[config.mk]
export PLATFORM = sky130hd
export DESIGN_NAME = vanilla_dma_remote_tx
export DESIGN_NICKNAME = d
export VERILOG_FILES = /design/src/rtl/bsg_vanilla_dma_pkg.sv /design/src/rtl/vanilla_dma_credit_counter.sv /design/src/rtl/vanilla_dma_remote_tx.sv
export SDC_FILE = /design/constraint.sdc
export NUM_CORES = 1
export LEC_CHECK = 0
export ABC_AREA = 1
export BUFFER_PORTS_ARGS = -buffer_cell sky130_fd_sc_hd__buf_2
export CAP_MARGIN = 20
export CORE_MARGIN = 1.5
export CORE_UTILIZATION = 25
export CTS_CLUSTER_DIAMETER = 40
export DETAILED_ROUTE_END_ITERATION = 8
export PLACE_DENSITY = 0.58
export SYNTH_ARGS = -nofsm -noshare
export SYNTH_HDL_FRONTEND = slang
export SYNTH_SLANG_ARGS = --single-unit
[constraint.sdc]
create_clock -name clk_i -period 7.3 [get_ports clk_i]
set_clock_uncertainty 0.05 [all_clocks]
set_input_delay 0.73 -clock clk_i [delete_from_list [all_inputs] [get_ports clk_i]]
set_output_delay 0.73 -clock clk_i [all_outputs]
set_load 0.005 [all_outputs]
[src/rtl/bsg_vanilla_dma_pkg.sv]
// Shared types and constants for the vanilla DMA remote transmitter:
// the FSM state encoding, the remote store packet layout and the
// completion value written back to local memory.
package bsg_vanilla_dma_pkg;

   localparam int dma_data_width_gp    = 32;
   localparam int dma_x_cord_width_gp  = 6;
   localparam int dma_y_cord_width_gp  = 6;
   localparam int dma_addr_width_gp    = 12;
   localparam int dma_mask_width_gp    = dma_data_width_gp >> 3;

   // Each remote store moves one 32-bit word.
   localparam int dma_word_bytes_gp    = 4;

   // Value written to the local completion flag.
   localparam int dma_wb_done_value_gp = 1;

   typedef enum logic [1:0] {
      IDLE  = 2'd0,
      SEND  = 2'd1,
      DRAIN = 2'd2,
      WB    = 2'd3
   } dma_tx_state_e;

   typedef struct packed {
      logic [dma_x_cord_width_gp-1:0] x;
      logic [dma_y_cord_width_gp-1:0] y;
      logic [dma_addr_width_gp-1:0]   addr;
      logic [dma_mask_width_gp-1:0]   mask;
      logic [dma_data_width_gp-1:0]   data;
   } dma_remote_pkt_s;

endpackage

[src/rtl/vanilla_dma_credit_counter.sv]
// Outstanding remote store tracker. Increments on each issued store,
// decrements on each returned credit; both in one cycle cancel out.
// A return with nothing outstanding is dropped and flagged by an assertion.
module vanilla_dma_credit_counter #(
   parameter int max_p   = 16,
   parameter int width_p = $clog2(max_p + 1)
) (
   input  logic clk_i,
   input  logic reset_n_i,
   input  logic inc_i,
   input  logic dec_i,
   output logic full_o,
   output logic empty_o
);

   logic [width_p-1:0] count_q;
   logic               dec_eff;

   assign empty_o = (count_q == '0);
   assign full_o  = (count_q >= width_p'(max_p));
   assign dec_eff = dec_i & ~empty_o;

   // Up/down count with simultaneous increment and decrement holding the value.
   always_ff @(posedge clk_i) begin
      // NOTE: state is updated with <= so every flop samples pre-edge values.
      if (!reset_n_i) begin
         count_q <= '0;
      end else begin
         unique case ({inc_i, dec_eff})
            2'b10:   count_q <= count_q + width_p'(1);
            2'b01:   count_q <= count_q - width_p'(1);
            default: count_q <= count_q;
         endcase
      end
   end

   underflow_a: assert property (@(posedge clk_i) disable iff (!reset_n_i)
      !(dec_i && empty_o));

endmodule

[src/rtl/vanilla_dma_remote_tx.sv]
// Push-side network transmitter of the vanilla DMA engine. Turns words read
// from local DMEM into remote stores to (x, y, addr), limits outstanding
// stores by credits, and writes a completion flag locally once all stores
// are acknowledged.
// Optional stall statistics counter: define VANILLA_DMA_TX_STATS_EN.
module vanilla_dma_remote_tx
   import bsg_vanilla_dma_pkg::*;
#(
   parameter int data_width_p      = dma_data_width_gp,
   parameter int max_out_credits_p = 16,
   parameter int x_cord_width_p    = dma_x_cord_width_gp,
   parameter int y_cord_width_p    = dma_y_cord_width_gp,
   parameter int addr_width_p      = dma_addr_width_gp
) (
   input  logic                        clk_i,
   input  logic                        reset_n_i,
   input  logic                        start_i,
   input  logic [addr_width_p-1:0]     remote_addr_i,
   input  logic [x_cord_width_p-1:0]   remote_x_i,
   input  logic [y_cord_width_p-1:0]   remote_y_i,
   input  logic [addr_width_p-1:0]     num_bytes_i,
   input  logic [addr_width_p-1:0]     wb_addr_i,
   input  logic                        in_v_i,
   input  logic [data_width_p-1:0]     in_data_i,
   output logic                        in_ready_o,
   output logic                        pkt_v_o,
   output logic [x_cord_width_p-1:0]   pkt_x_o,
   output logic [y_cord_width_p-1:0]   pkt_y_o,
   output logic [addr_width_p-1:0]     pkt_addr_o,
   output logic [data_width_p-1:0]     pkt_data_o,
   output logic [(data_width_p>>3)-1:0] pkt_mask_o,
   input  logic                        pkt_ready_i,
   input  logic                        credit_return_i,
   output logic                        wb_v_o,
   output logic [addr_width_p-1:0]     wb_addr_o,
   output logic [data_width_p-1:0]     wb_data_o,
   input  logic                        wb_yumi_i,
   output logic                        busy_o,
   output logic                        done_o,
   output logic [31:0]                 stall_cycles_o
);

   dma_tx_state_e               state_q;
   logic [addr_width_p-1:0]     addr_q;
   logic [addr_width_p-1:0]     wb_addr_q;
   logic [addr_width_p-1:0]     remaining_q;
   logic [x_cord_width_p-1:0]   x_q;
   logic [y_cord_width_p-1:0]   y_q;
   logic [addr_width_p-1:0]     start_words;

   logic            in_send;
   logic            credit_full;
   logic            credit_empty;
   logic            credit_ok;
   logic            fire;
   dma_remote_pkt_s pkt;

   assign start_words = num_bytes_i >> 2;
   assign in_send     = (state_q == SEND);
   assign credit_ok   = ~credit_full;

   // Handshakes are combinational so a word can move every cycle.
   assign pkt_v_o     = in_send & in_v_i & credit_ok;
   assign in_ready_o  = in_send & pkt_ready_i & credit_ok;
   assign fire        = in_send & in_v_i & pkt_ready_i & credit_ok;

   vanilla_dma_credit_counter #(
      .max_p (max_out_credits_p)
   ) credit_counter (
      .clk_i     (clk_i),
      .reset_n_i (reset_n_i),
      .inc_i     (fire),
      .dec_i     (credit_return_i),
      .full_o    (credit_full),
      .empty_o   (credit_empty)
   );

   // Assemble the outgoing store: header from latched job, data passed through.
   always_comb begin
      // NOTE: assign a default first so no path leaves a field unassigned (no latch).
      pkt      = '0;
      pkt.x    = x_q;
      pkt.y    = y_q;
      pkt.addr = addr_q;
      pkt.mask = '1;
      pkt.data = in_data_i;
   end

   assign pkt_x_o    = pkt.x;
   assign pkt_y_o    = pkt.y;
   assign pkt_addr_o = pkt.addr;
   assign pkt_mask_o = pkt.mask;
   assign pkt_data_o = pkt.data;

   assign wb_v_o     = (state_q == WB);
   assign wb_addr_o  = wb_addr_q;
   assign wb_data_o  = data_width_p'(dma_wb_done_value_gp);
   assign done_o     = (state_q == WB) & wb_yumi_i;
   assign busy_o     = (state_q != IDLE);

   // Transfer sequencer: latch the job, stream words, drain credits, write back.
   always_ff @(posedge clk_i) begin
      // NOTE: the job registers are reset alongside the state so outputs read 0 after reset.
      if (!reset_n_i) begin
         state_q     <= IDLE;
         addr_q      <= '0;
         wb_addr_q   <= '0;
         remaining_q <= '0;
         x_q         <= '0;
         y_q         <= '0;
      end else begin
         unique case (state_q)
            IDLE: begin
               if (start_i) begin
                  addr_q      <= remote_addr_i;
                  x_q         <= remote_x_i;
                  y_q         <= remote_y_i;
                  wb_addr_q   <= wb_addr_i;
                  remaining_q <= start_words;
                  state_q     <= (start_words == '0) ? WB : SEND;
               end
            end
            SEND: begin
               if (fire) begin
                  addr_q      <= addr_q + addr_width_p'(dma_word_bytes_gp);
                  remaining_q <= remaining_q - addr_width_p'(1);
                  if (remaining_q == addr_width_p'(1)) begin
                     state_q <= DRAIN;
                  end
               end
            end
            DRAIN: begin
               if (credit_empty) begin
                  state_q <= WB;
               end
            end
            WB: begin
               if (wb_yumi_i) begin
                  state_q <= IDLE;
               end
            end
            default: state_q <= IDLE;
         endcase
      end
   end

`ifdef VANILLA_DMA_TX_STATS_EN
   logic [31:0] stall_q;

   // Count cycles where a word was offered in SEND but could not move.
   always_ff @(posedge clk_i) begin
      if (!reset_n_i) begin
         stall_q <= '0;
      end else if ((state_q == IDLE) && start_i) begin
         stall_q <= '0;
      end else if (in_send && in_v_i && !fire && (stall_q != '1)) begin
         stall_q <= stall_q + 32'd1;
      end
   end

   assign stall_cycles_o = stall_q;
`else
   assign stall_cycles_o = '0;
`endif

endmodule
==> metrics.md <==
| Metric | Value |
|---|---|
| Setup violators final | 0 |
| Ant diodes | 0 |
| Netlist cell types | 31 |
| Initial antenna violation count | 1 |
| Area of the die | 0.0157 mm^2 |
| DRC | 0 |
| Top post-synthesis cells by area | dfxtp_1 (29%), buf_4 (20%), nor2_1 (11%) |
| Leading area contributor after synthesis | dfxtp_1 |
| Crit path arrival time | 3.77 ns |
| Pins Over Slew Limit | 0 |
| # clock sinks | between 50 and 60 |
| Crit path launch type | flop |
| CP Cell Sequence | inv_1 -> ha_1 -> inv_2 -> nor3_1 -> nand2_1 -> ha_1 -> nand2_1 -> inv_1 -> nor2_1 -> ha_1 -> inv_1 -> nand2_1 -> nand3_1 -> nand2_1 -> nand2_1 -> nand2_1 -> nand2_1 -> a21oi_1 |
| CTS H-tree lvls | 2 |
| CP endpoint kind | flop |
| Placed Instance Area | approximately 0.0038 mm^2 |
| Die width | roughly 130 um |
| Most frequent cells in the layout | nor2_1 (110), buf_2 (93), nand2_1 (92) |
| Flip-flop and latch count after synthesis | 55 |
| Avg Cell Area, Syn | 6.57 um^2 |
| First-pass GRT wire length | 13,800 um |
| Area Overhead vs Synth | 6.53% |
| Detail Route met3 WL | 916 um |
| CTS Buf Count | 5 |
| Hold_ws | 0.416 ns |
| Setup TNS | 0 ns |
| M1 wire length | ~3900 um |
| Part of the Yosys area used for sequential elements | 29.5% |
| Critical path peak fanout | 31 |
| CTS tree | built |
| Worst skew pair latency | slightly below 0.3 ns |
| # hold bufs at CTS | 0 |
| Metal2 WL | around 3800 um |
| Slowest CP cell | ha_1 |
| Initial Util | roughly 26% |
| Gpl congestion | between 0.7 and 0.8 |
| IO Count | 228 |
| Finished layout cell area | 0.00398 mm^2 |
| Normalized max-slew margin | between 30% and 40% |
| Vias in the first global route | between 2k and 3k |
| # rows | 44 |
| Number of standard cells after synthesis | roughly 570 |
| Synth top area share | ~29% |
| Share of layout cells above drive strength 1 | ~17% |
| Initial DRC Count | roughly 180 |
| Clock slew at reported path FFs | approximately 0.070 ns |
| Setup CP Type | flop to flop |
| Main flop type after synthesis | dfxtp_1 |
| Filler cell count in the final layout | around 1.7k |
| Leak | about 2 nW |
| Drt total wl | 8740 um |
| Via density | 4.04 |
| Max frequency | around 280 MHz |
| Top layer in use | met4 |
| Per-cell routed wire length | approximately 11 um |
| DPL Wire Length | roughly 6400 um |
| Worst-Margin Slew | 0.991 ns |
| Port buffer count | 93 |
| Crit-path leading delay family | adder cells |
| GRT Overall Usage | between 10% and 20% |
| Worst stage delay on the critical path | between 0.8 and 0.9 ns |
| Maximum vdd ir drop | between 0.0001 and 0.00015 V |
| Final Hold Viols | 0 |
| CP dominant cell by count | nand2_1 |
| Core box area | 0.0146 mm^2 |
| Total grt overflow | 0 |
| Multi-input combinational cell area | 0.00186 mm^2 |
| Pwr/cell area | approximately 380 mW/mm^2 |
| Drt pass-1 iters | 4 |
| Vias | approximately 3.2k |
| Total of max-cap violations | 0 |
| Largest net degree at the start of global routing | 37 |
| Buf/Inv on CP | 4 |
| Number of synthesized flops with an enable pin | 0 |
| Most common cell after layout, fill and taps aside | nor2_1 |
| Register area | around 0.0011 mm^2 |
| Final ANT Viol Nets | 0 |
| Final worst-path cycle share | between 40% and 50% |
| Post-Syn Area | ~0.0037 mm^2 |
| Die H | about 130 um |
| Post-CTS sizing | 0 |
| Root buf cell | clkbuf_16 |
| Fin nets | about 720 |
| Worst path required time | about 7.5 ns |
| Ys async rst share | 0% |
| Status | complete, no violations |
| Synth warnings | 0 |
| Worst min path class | flop to flop |
| Fin crit period | about 3.6 ns |
| Unrepaired setup endpoints after global routing | no |
| CTS max path bufs | 2 |
| Post-CTS setup buffer count | 0 |
-- sequential cells by signal (all words and copies together) (netlist names) --
signal                  flops
credit_counter.count_q      5
pkt_y_o                     6
wb_addr_o                  12
state_q                     2
remaining_q                12
pkt_addr_o                 12
pkt_x_o                     6
-- cell families after synthesis --
| kind of cell | count (synthesis) | synth area share, % |
|---|---|---|
| flops | 55 | 29.5 |
| xor+xnor | 3 | 0.703 |
| other cells | 2 | 0.201 |
| fa+ha+maj | 11 | 3.68 |
| buf+inv | 166 | 27.5 |
| simple gates | 244 | 26.4 |
| compound gates | 88 | 12.1 |
-- report_power, final --
part	internal [mW]	switching, mW
registers	0.413	0.0969
logic	0.275	0.473
clock network	0.127	0.115
-- through the flow --
step | util (%) | instances | power (mW) | setup slack [ns]
after global routing | 27.3 | 802 | 1.66 | 3.36
after global placement | 26.3 | 794 | 1.27 | 3.72
final | 27.3 | 802 | 1.50 | 3.70
after CTS | 27.3 | 802 | 1.52 | 3.66
after floorplan | - | 635 | 1.11 | 4.63
after detailed placement | 26.3 | 794 | 1.27 | 3.67
-- worst min-delay path, cell delays in order, from the launching register on --
cell and delay (ns):
dfxtp_1 0.31, nand2_1 0.06, a21oi_1 0.05
-- final cells by class --
class                      count  area share, %
tap                          184           5.78
multi-input combinational    414           46.6
sequential                    55           27.7
inverter                      48           4.59
clock buffer                   5           3.14
clock inverter                 3          0.503
timing repair buffer          93           11.7
-- path summary, 6_finish.rpt --
path / start / end / slack (ns) / cells past startpoint
worst max-delay path: state_q[1] / credit_counter.count_q[4] / 3.70 / 18
worst min-delay path: pkt_addr_o[0] / pkt_addr_o[0] / 0.42 / 2
worst max register to register: state_q[1] / credit_counter.count_q[4] / 3.70 / 18
worst min register to register: pkt_addr_o[0] / pkt_addr_o[0] / 0.42 / 2
-- routing by layer --
layer  vias up  track usage, %
met5         -               0
met3         8            4.45
met2       139            17.0
met4         0            2.61
met1      1378            13.7
li1       1719               -
-- Yosys cell counts (2+ instances only) --
master,n
buf_2,2
o21ai_0,51
inv_2,3
nor2_1,110
a21oi_1,32
buf_1,2
xor2_1,3
dfxtp_1,55
conb_1,2
ha_1,11
buf_4,101
nand3_1,29
clkbuf_1,10
nor3_1,8
nand2_1,92
inv_1,43
Power figures use the tool's default switching activity.
